--- config.mk ---
export PLATFORM = sky130hd
export DESIGN_NAME = stopwatch_ctrl
export DESIGN_NICKNAME = d
export VERILOG_FILES = /design/src/rtl/stopwatch_ctrl.sv
export SDC_FILE = /design/constraint.sdc
export NUM_CORES = 1
export LEC_CHECK = 0
export CORE_UTILIZATION = 45
export DETAILED_ROUTE_END_ITERATION = 8
export GPL_TIMING_DRIVEN = 0
export PLACE_DENSITY = 0.88
export SETUP_SLACK_MARGIN = 0.15
export SYNTH_ARGS = -nofsm -noshare
export SYNTH_HDL_FRONTEND = slang
export SYNTH_SLANG_ARGS = --single-unit
export TNS_END_PERCENT = 30
--- constraint.sdc ---
create_clock -name clk -period 2.11 [get_ports clk]
set_input_delay 0.211 -clock clk [delete_from_list [all_inputs] [get_ports clk]]
set_output_delay 0.211 -clock clk [all_outputs]
set_load 0.02 [all_outputs]
--- src/rtl/stopwatch_ctrl.sv ---
// Two-button stopwatch controller: conditions the buttons, sequences counter_core, muxes live/lap display.
// Optional button debounce filter is enabled by defining STOPWATCH_DEBOUNCE_EN.
module stopwatch_ctrl #(
  parameter int MIN_W      = 6,
  parameter int SEC_W      = 6,
  parameter int MS_W       = 7,
  parameter int DEB_CYCLES = 2
) (
  input  logic             clk,
  input  logic             rst,
  input  logic             btn_ss,
  input  logic             btn_lr,
  input  logic [MIN_W-1:0] min_i,
  input  logic [SEC_W-1:0] sec_i,
  input  logic [MS_W-1:0]  ms_10_i,
  output logic             cnt_en,
  output logic             cnt_clr,
  output logic [MIN_W-1:0] min_o,
  output logic [SEC_W-1:0] sec_o,
  output logic [MS_W-1:0]  ms_10_o,
  output logic [1:0]       state_o
);

  typedef enum logic [1:0] {
    S_IDLE  = 2'b00,
    S_RUN   = 2'b01,
    S_LAP   = 2'b10,
    S_PAUSE = 2'b11
  } state_t;

  // Bit 0 carries the start/stop button, bit 1 the lap/reset button.
  logic [1:0] sync1_q;
  logic [1:0] sync2_q;
  logic [1:0] prev_q;
  logic [1:0] lvl;
  logic       ss_evt;
  logic       lr_evt;

  state_t           state_q, state_d;
  logic             clr_q, clr_d;
  logic             snap_load;
  logic [MIN_W-1:0] snap_min_q;
  logic [SEC_W-1:0] snap_sec_q;
  logic [MS_W-1:0]  snap_ms_q;

  always_ff @(posedge clk or posedge rst) begin
    if (rst) begin
      sync1_q <= '0;
      sync2_q <= '0;
      prev_q  <= '0;
    end else begin
      sync1_q <= {btn_lr, btn_ss};
      sync2_q <= sync1_q;
      prev_q  <= lvl;
    end
  end

`ifdef STOPWATCH_DEBOUNCE_EN
  localparam int CNT_W = $clog2(DEB_CYCLES + 1);
  localparam logic [CNT_W-1:0] CNT_LAST = CNT_W'(DEB_CYCLES - 1);

  logic [1:0]       flt_q, flt_d;
  logic [CNT_W-1:0] cnt_q [2];
  logic [CNT_W-1:0] cnt_d [2];

  // The filtered level follows the synced level only after DEB_CYCLES consecutive disagreeing cycles.
  always_comb begin
    flt_d = flt_q;
    for (int b = 0; b < 2; b++) begin
      cnt_d[b] = '0;
      if (sync2_q[b] != flt_q[b]) begin
        if (cnt_q[b] == CNT_LAST) begin
          flt_d[b] = sync2_q[b];
        end else begin
          cnt_d[b] = cnt_q[b] + 1'b1;
        end
      end
    end
  end

  always_ff @(posedge clk or posedge rst) begin
    if (rst) begin
      flt_q    <= '0;
      cnt_q[0] <= '0;
      cnt_q[1] <= '0;
    end else begin
      flt_q    <= flt_d;
      cnt_q[0] <= cnt_d[0];
      cnt_q[1] <= cnt_d[1];
    end
  end

  assign lvl = flt_q;
`else
  assign lvl = sync2_q;
`endif

  assign ss_evt = lvl[0] & ~prev_q[0];
  assign lr_evt = lvl[1] & ~prev_q[1];

  // Start/stop is tested first in every state so it wins over a simultaneous lap/reset.
  always_comb begin
    state_d   = state_q;
    clr_d     = 1'b0;
    snap_load = 1'b0;
    case (state_q)
      S_IDLE: begin
        if (ss_evt) state_d = S_RUN;
      end
      S_RUN: begin
        if (ss_evt) begin
          state_d = S_PAUSE;
        end else if (lr_evt) begin
          state_d   = S_LAP;
          snap_load = 1'b1;
        end
      end
      S_LAP: begin
        if (ss_evt) begin
          state_d = S_PAUSE;
        end else if (lr_evt) begin
          state_d = S_RUN;
        end
      end
      S_PAUSE: begin
        if (ss_evt) begin
          state_d = S_RUN;
        end else if (lr_evt) begin
          state_d = S_IDLE;
          clr_d   = 1'b1;
        end
      end
      default: state_d = S_IDLE;
    endcase
  end

  always_ff @(posedge clk or posedge rst) begin
    if (rst) begin
      state_q <= S_IDLE;
      clr_q   <= 1'b0;
    end else begin
      state_q <= state_d;
      clr_q   <= clr_d;
    end
  end

  always_ff @(posedge clk or posedge rst) begin
    if (rst) begin
      snap_min_q <= '0;
      snap_sec_q <= '0;
      snap_ms_q  <= '0;
    end else if (snap_load) begin
      snap_min_q <= min_i;
      snap_sec_q <= sec_i;
      snap_ms_q  <= ms_10_i;
    end
  end

  assign cnt_en  = (state_q == S_RUN) || (state_q == S_LAP);
  assign cnt_clr = clr_q;
  assign state_o = state_q;
  assign min_o   = (state_q == S_LAP) ? snap_min_q : min_i;
  assign sec_o   = (state_q == S_LAP) ? snap_sec_q : sec_i;
  assign ms_10_o = (state_q == S_LAP) ? snap_ms_q  : ms_10_i;

endmodule

==> impl_results.md, run 1 <==
* Worst-Skew Late Latency at 320 ps
* Design area at 1957 um^2
* CTS Buf Count at 3
* Fin Setup TNS at 0 ps
* Critical Path RT at about 1900 ps
* Leakage at 0.8807 nW
* Detailed Place HPWL at 2020 um
* Root Driver: clkbuf_4
* Die Width at 57.66 um
* Number of antenna diodes at 0
* DRT iter0 DRCs at 12
* Crit path kind: flip-flop to primary output
* I/O pin count at between 40 and 50
* GRT met1 Usage at 20.51%
* Synth area leader: dfrtp_1
* Worst R2R Start: state_o[0]
* Distinct cells, synth at 21
* Vias per cell at approximately 5.3
* Grt met2 use at 33.72%
* Final Hold Viols at 0
* RSZ-0062 raised after global routing: yes
* Synth top area share at ~50%
* Syn_nets at 121
* Vias at 931
* Internal cell power at approximately 0.0017 W
* Worst clock skew at between 9 and 10 ps
* WP data arrival at 1780 ps
* Starting density of the core at 48.86%
* NetSw at between 0.0009 and 0.001 W
* Global-route wire length before repair at ~4500 um
* Clock power frac at 9.6%
* Max-slew violations at 0
* Synth top area cells: dfrtp_1, mux2_2, mux2_4
* NumNets Final at 175
* Met3 GRT Util at under 10%
* Total power draw at 0.002665 W
* VDD IR max at 0.8100 mV
* Final setup viols at 0
* Worst slew margin at about a third
* Initial antenna violation count at 0
* Flop pwr share at 33.3%
* CTS tree: done
* Crit-path max cell delay at 450 ps
* Number of flops mapped to enable cells by yosys at 0
* Comb pwr share at 57.1%
* Clk buf depth at 2
* Pwr Density at between 1000 and 1500 nW/um^2
* Die area at 3324 um^2
* Number of port buffers at 45
* Share of post-route cells with drive strength above 1 at 52.74%
* Post-Syn Area at about 1400 um^2
* Clk pin slew, worst setup/hold paths at 150 ps
* Critical Path Sink Type: primary output
* Area Overhead vs Synth at 40.40%
* Worst Setup Start Kind: flip-flop
* Critical-path cell list: inv_4, ha_4, buf_8, mux2_2, clkdlybuf4s15_2
* Fill cell count at 210
* Die Y-Extent at 57.66 um
* Busiest layer in global routing: met2
* Net Sw Frac at 36.12%
* CP delay by family, top: buffers and inverters
* Worst-margin pin slew at 1023 ps
* Largest net degree at the start of global routing at 29
* Hold path startpoint: btn_lr
* Run status: finished with violations
* Failing checks: DRC
* Min Hold Slack at 326.1 ps
* Yosys Warn Count at 0
* Period minus WS final at around 2000 ps
* Vias in the first global route at ~1000
* DRC Markers at 1
* Row cnt at 19
* Post-route ant nets at 0
* Total grt overflow at 0
* Fmax at 501.7 MHz
* CTS Hold Bufs at 0
* Total of max-cap violations at 0
* WL/cell at 15.38 um
* Syn avg cell area at 14.99 um^2
* Hold Crit Class: input port to flip-flop
* Sequential fraction of the synthesis area at about 50%
* Prevailing post-synth register cell: dfrtp_1
* Seq cells post-synth at 28
* Final period util at between 90% and 100%
* Synth Instances at 93
* Drt pass-1 iters at 6
* Area after DPL at ~1900 um^2
* CP max FO at 10
* FFs w/ async S/R, synth at 100.0%
* Gpl congestion at 0.7556
* Core Region at 2853 um^2
* Most frequent cells after synthesis: dfrtp_1, mux2_2, mux2_4
* Crit path buffers/inverters at 3
* Total wire length at ~2700 um
* CP max stage cell: dfrtp_2
* CP Launch Point: state_o[0]
* All-Layer GR Usage at between 10% and 20%
* Htree depth at 1
* Clock sinks at 28
-- state kept, by name, indices dropped and copies added, names as in the netlist --
| signal | cells |
|---|---|
| prev_q | 2 |
| lvl | 2 |
| cnt_clr | 1 |
| snap_min_q | 6 |
| state_o | 2 |
| snap_sec_q | 6 |
| snap_ms_q | 7 |
| sync1_q | 2 |
-- layer usage --
layer | wire (um) | up-vias
li1 | - | 438
met1 | 1083 | 457
met2 | 1461 | 30
met3 | 138 | 6
met4 | 39 | 0
met5 | 0 | -
-- worst reg2reg max path, cell delays in order (launching register included) --
cell and delay, ps:
dfrtp_2 450, buf_4 160, ha_1 260, o311ai_2 310, a21boi_0 310, a31oi_1 120
-- cell usage in the layout, fill, tap and decap left out, drive strengths merged --
cell,instances
a211oi,1
nor2b,1
a21boi,1
ha,5
buf,15
o21a,1
a31oi,2
mux2,38
clkbuf,4
a21oi,2
clkdlybuf4s15,11
nand2,2
dfrtp,28
inv,3
o311ai,1
nor2,1
and2,1
clkdlybuf4s50,26
nor3,1
nand2b,2
-- cell type report --
class	count	area, um^2	share of cell area (%)
Multi-Input combinational cell	59	673.1	34.40
Buffer	3	37.54	1.918
Sequential cell	28	703.2	35.93
Clock buffer	4	36.28	1.854
Inverter	3	13.76	0.7033
Tap cell	31	38.79	1.982
Timing Repair Buffer	49	454.2	23.21
-- power by group through the flow --
stage / logic, W / clock network [W] / registers, W
2_1_floorplan: 0.000950 / 0 / 0.000880
3_3_place_gp: 0.00143 / 0 / 0.000878
4_1_cts: 0.00151 / 0.000256 / 0.000890
5_1_grt: 0.00163 / 0.000276 / 0.000910
3_5_place_dp: 0.00148 / 0 / 0.000894
6_report: 0.00152 / 0.000254 / 0.000888
-- repair_timing --
| action | CTS | global route |
|---|---|---|
| resized for setup | 74 | 3 |
| pin swaps | 0 | 0 |
| cloned | 1 | 0 |
| setup buffers | 1 | 2 |
| endpoints found under the setup margin | 20 | 16 |
-- kinds of logic (layout without fill, tap and decap cells) --
logic type,Yosys count,count (layout),share of synthesized area (%)
compound gates,8,8,4.399
fa+ha+maj,5,5,4.488
buf+inv,6,59,2.334
flops,28,28,50.27
mux,38,38,33.39
simple gates,8,8,5.116
-- final timing paths --
path | end | slack, ps | cells after the start
max in group asynchronous | state_o[1] | 1000 | 2
min reg2reg | lvl[0] | 370 | 0
max reg2reg | state_o[1] | 400 | 5
max | sec_o[2] | 120 | 5
min | sync1_q[1] | 330 | 1
min in group asynchronous | snap_min_q[2] | 430 | 2
-- metrics by stage --
stage	setup slack, ps	util [%]	std cells
after floorplan	411.0	-	93
after global placement	-63.45	66.01	169
after detailed placement	-104.5	66.01	169
after CTS	113.0	68.73	175
after global routing	63.71	68.60	177
final	116.7	68.60	177
Note: power is estimated with default switching activity, not from simulation.
==> run 2: changes to the inputs <==
--- a/config.mk
+++ b/config.mk
@@ -10,6 +10,7 @@
 export GPL_TIMING_DRIVEN = 0
 export PLACE_DENSITY = 0.88
 export SETUP_SLACK_MARGIN = 0.15
+export SKIP_LAST_GASP = 1
 export SYNTH_ARGS = -nofsm -noshare
 export SYNTH_HDL_FRONTEND = slang
 export SYNTH_SLANG_ARGS = --single-unit
==> results of run 2 <==
The final DEF is identical to that of run 1; final timing and power are the same.
==> run 3: changes to the inputs <==
--- a/config.mk
+++ b/config.mk
@@ -5,11 +5,13 @@
 export SDC_FILE = /design/constraint.sdc
 export NUM_CORES = 1
 export LEC_CHECK = 0
-export CORE_UTILIZATION = 45
+export CORE_UTILIZATION = 40
 export DETAILED_ROUTE_END_ITERATION = 8
+export DONT_BUFFER_PORTS = 1
 export GPL_TIMING_DRIVEN = 0
-export PLACE_DENSITY = 0.88
+export PLACE_DENSITY = 0.63
 export SETUP_SLACK_MARGIN = 0.15
+export SKIP_CTS_REPAIR_TIMING = 1
 export SKIP_LAST_GASP = 1
 export SYNTH_ARGS = -nofsm -noshare
 export SYNTH_HDL_FRONTEND = slang
==> run 3 against run 2 <==
  * The flow now finishes without violations
  * Worst hold slack lost 300 ps
  * Global-route usage down 5.0 points
  * Fmax increased by 5.1%
  * Setup slack improved by 97 ps
  * Non-clock buffer count decreased by 40
  * Register-to-register slack got worse by 30 ps
  * Clock-buffer cell count decreased by 1
  * Combinational power down 24%
  * Critical path type unchanged
  * Highest routed layer unchanged
==> impl_results.md, run 3 (same netlist as run 1, synthesis figures left out) <==
* Htree depth at 1
* Gpl congestion at about 0.75
* Period minus WS final at 1896 ps
* Non-Filler Instances at 151
* Top reg by flops: snap_ms_q
* Max-slew violations at 0
* Clock sinks at 28
* Worst clock skew at 1.729 ps
* Share of post-route cells with drive strength above 1 at 50.48%
* VDD IR max at 0.6540 mV
* Vias per cell at between 4 and 5
* Total of max-cap violations at 0
* Core Region at between 3000 and 4000 um^2
* Flop pwr share at 40.5%
* Commonest non-fill, non-tap cell in the layout: dfrtp_1
* Crit-path max cell delay at 520 ps
* Area after DPL at 1451 um^2
* Die area at 3725 um^2
* Critical-path cell list: inv_4, ha_4, buf_8, mux2_2
* I/O pin count at 46
* Initial antenna violation count at 0
* Detailed Place HPWL at 1527 um
* Crit path kind: flip-flop to primary output
* Pwr Density at 1414 nW/um^2
* Largest net degree at the start of global routing at 29
* WP data arrival at 1680 ps
* Global-route wire length before repair at 3381 um
* Number of port buffers at 0
* Max FFs per register at 7
* Die Y-Extent at 61.03 um
* Run status: finished clean
* Worst-margin pin slew at ~1000 ps
* Clk buf depth at 2
* All-Layer GR Usage at between 10% and 20%
* NetSw at 0.0008779 W
* Vias at 753
* Fmax at 527.5 MHz
* Total power draw at 0.002292 W
* RSZ-0062 raised after global routing: yes
* Total wire length at 2250 um
* Final Hold Viols at 0
* Leakage at 0.7287 nW
* WL/cell at 14.90 um
* Comb pwr share at slightly above 50%
* CP max FO at 10
* Internal cell power at approximately 0.0014 W
* Worst-Skew Late Latency at 310 ps
* Clk pin slew, worst setup/hold paths at 140 ps
* Dpl cells at 139
* Worst slew margin at approximately 30%
* Drt pass-1 iters at 2
* Final setup viols at 0
* DRT iter0 DRCs at 36
* Die Width at 61.03 um
* Worst Setup Start Kind: flip-flop
* Final period util at approximately 90%
* Row cnt at 21
* Fin Setup TNS at 0 ps
* DRC Markers at 0
* Hold Crit Class: input port to asynchronous set/reset pin
* Area Overhead vs Synth at 16.25%
* Critical Path Sink Type: primary output
* Number of antenna diodes at 0
* NumNets Final at around 140
* Critical Path RT at 1900 ps
* Total grt overflow at 0
* CTS tree: done
* Starting density of the core at 41.77%
* Post-route ant nets at 0
* CP max stage cell: dfrtp_2
* Design area at 1620 um^2
* Vias in the first global route at ~760
* CTS Buf Count at 3
* Commonest non-fill, non-tap cells in the layout: dfrtp_1, mux2_2, mux2_4
* Biggest regs: snap_ms_q: 7 flops, snap_min_q: 6 flops, snap_sec_q: 6 flops
* Net Sw Frac at between 30% and 40%
* Root Driver: clkbuf_4
* Clock power frac at 9.2%
## run 3: changes by cell type in the layout (fill, tap and decap cells not counted), sizes merged
cell           before  now
clkbuf              4    3
dlygate4sd3         0    9
buf                15    3
clkdlybuf4s15      11    0
clkdlybuf4s50      26    0
## run 3: area by class of cell
cell class	count	area [um^2]
fillers	306	1717
flip-flops and latches	28	703.2
multi-input cells	59	695.7
repair buffers	9	90.09
well taps	46	57.56
plain buffers	3	37.54
clock buffers	3	22.52
inverters	3	13.76
## run 3: final timing paths
check                           startpoint            end  slack [ps]  depth (start not counted)
worst max-delay path            state_o[0]     ms_10_o[5]         210                          4
worst min register to register  sync1_q[1]         lvl[1]         370                          0
worst max register to register  state_o[1]     state_o[1]         370                          5
worst min-delay path                   rst     sync1_q[1]          30                          1
max in group asynchronous              rst     state_o[0]        1390                          1
min in group clk                  min_i[0]  snap_min_q[0]          30                          1
## run 3: metrics by stage
step / hold slack, ps / util, % / worst slack (ps)
2_1_floorplan: 242.4 / - / 411.0
3_3_place_gp: 242.5 / 43.49 / 278.4
3_5_place_dp: 242.5 / 43.49 / 218.6
4_1_cts: -108.7 / 44.17 / -110.1
5_1_grt: -0.2389 / 48.56 / 132.8
6_report: 26.75 / 48.56 / 214.1
## run 3: power groups by stage
stage / combinational, W / clock (W) / sequential [W]
detailed placement: 0.00105 / 0 / 0.000916
global placement: 0.00103 / 0 / 0.000907
finish: 0.00115 / 0.000210 / 0.000929
global route: 0.00124 / 0.000251 / 0.000963
floorplan: 0.000950 / 0 / 0.000880
CTS: 0.00105 / 0.000222 / 0.000908
## run 3: per-layer routing
layer  GRT usage [%]  vias up  part of all wire [%]  wire length [um]
met5               0        -                     0                 0
met4           5.844        0                  0.84                19
met3           2.731        2                   4.9               110
met2           20.50       23                    49              1095
met1           16.71      371                    46              1024
li1                -      357                     -                 -
## run 3: worst max-delay path, delay by kind of cell, from the launching register on
family	cells	cell delay (ps)
DFF	1	520
buffers and inverters	2	280
adders and majority gates	1	170
muxes	1	400
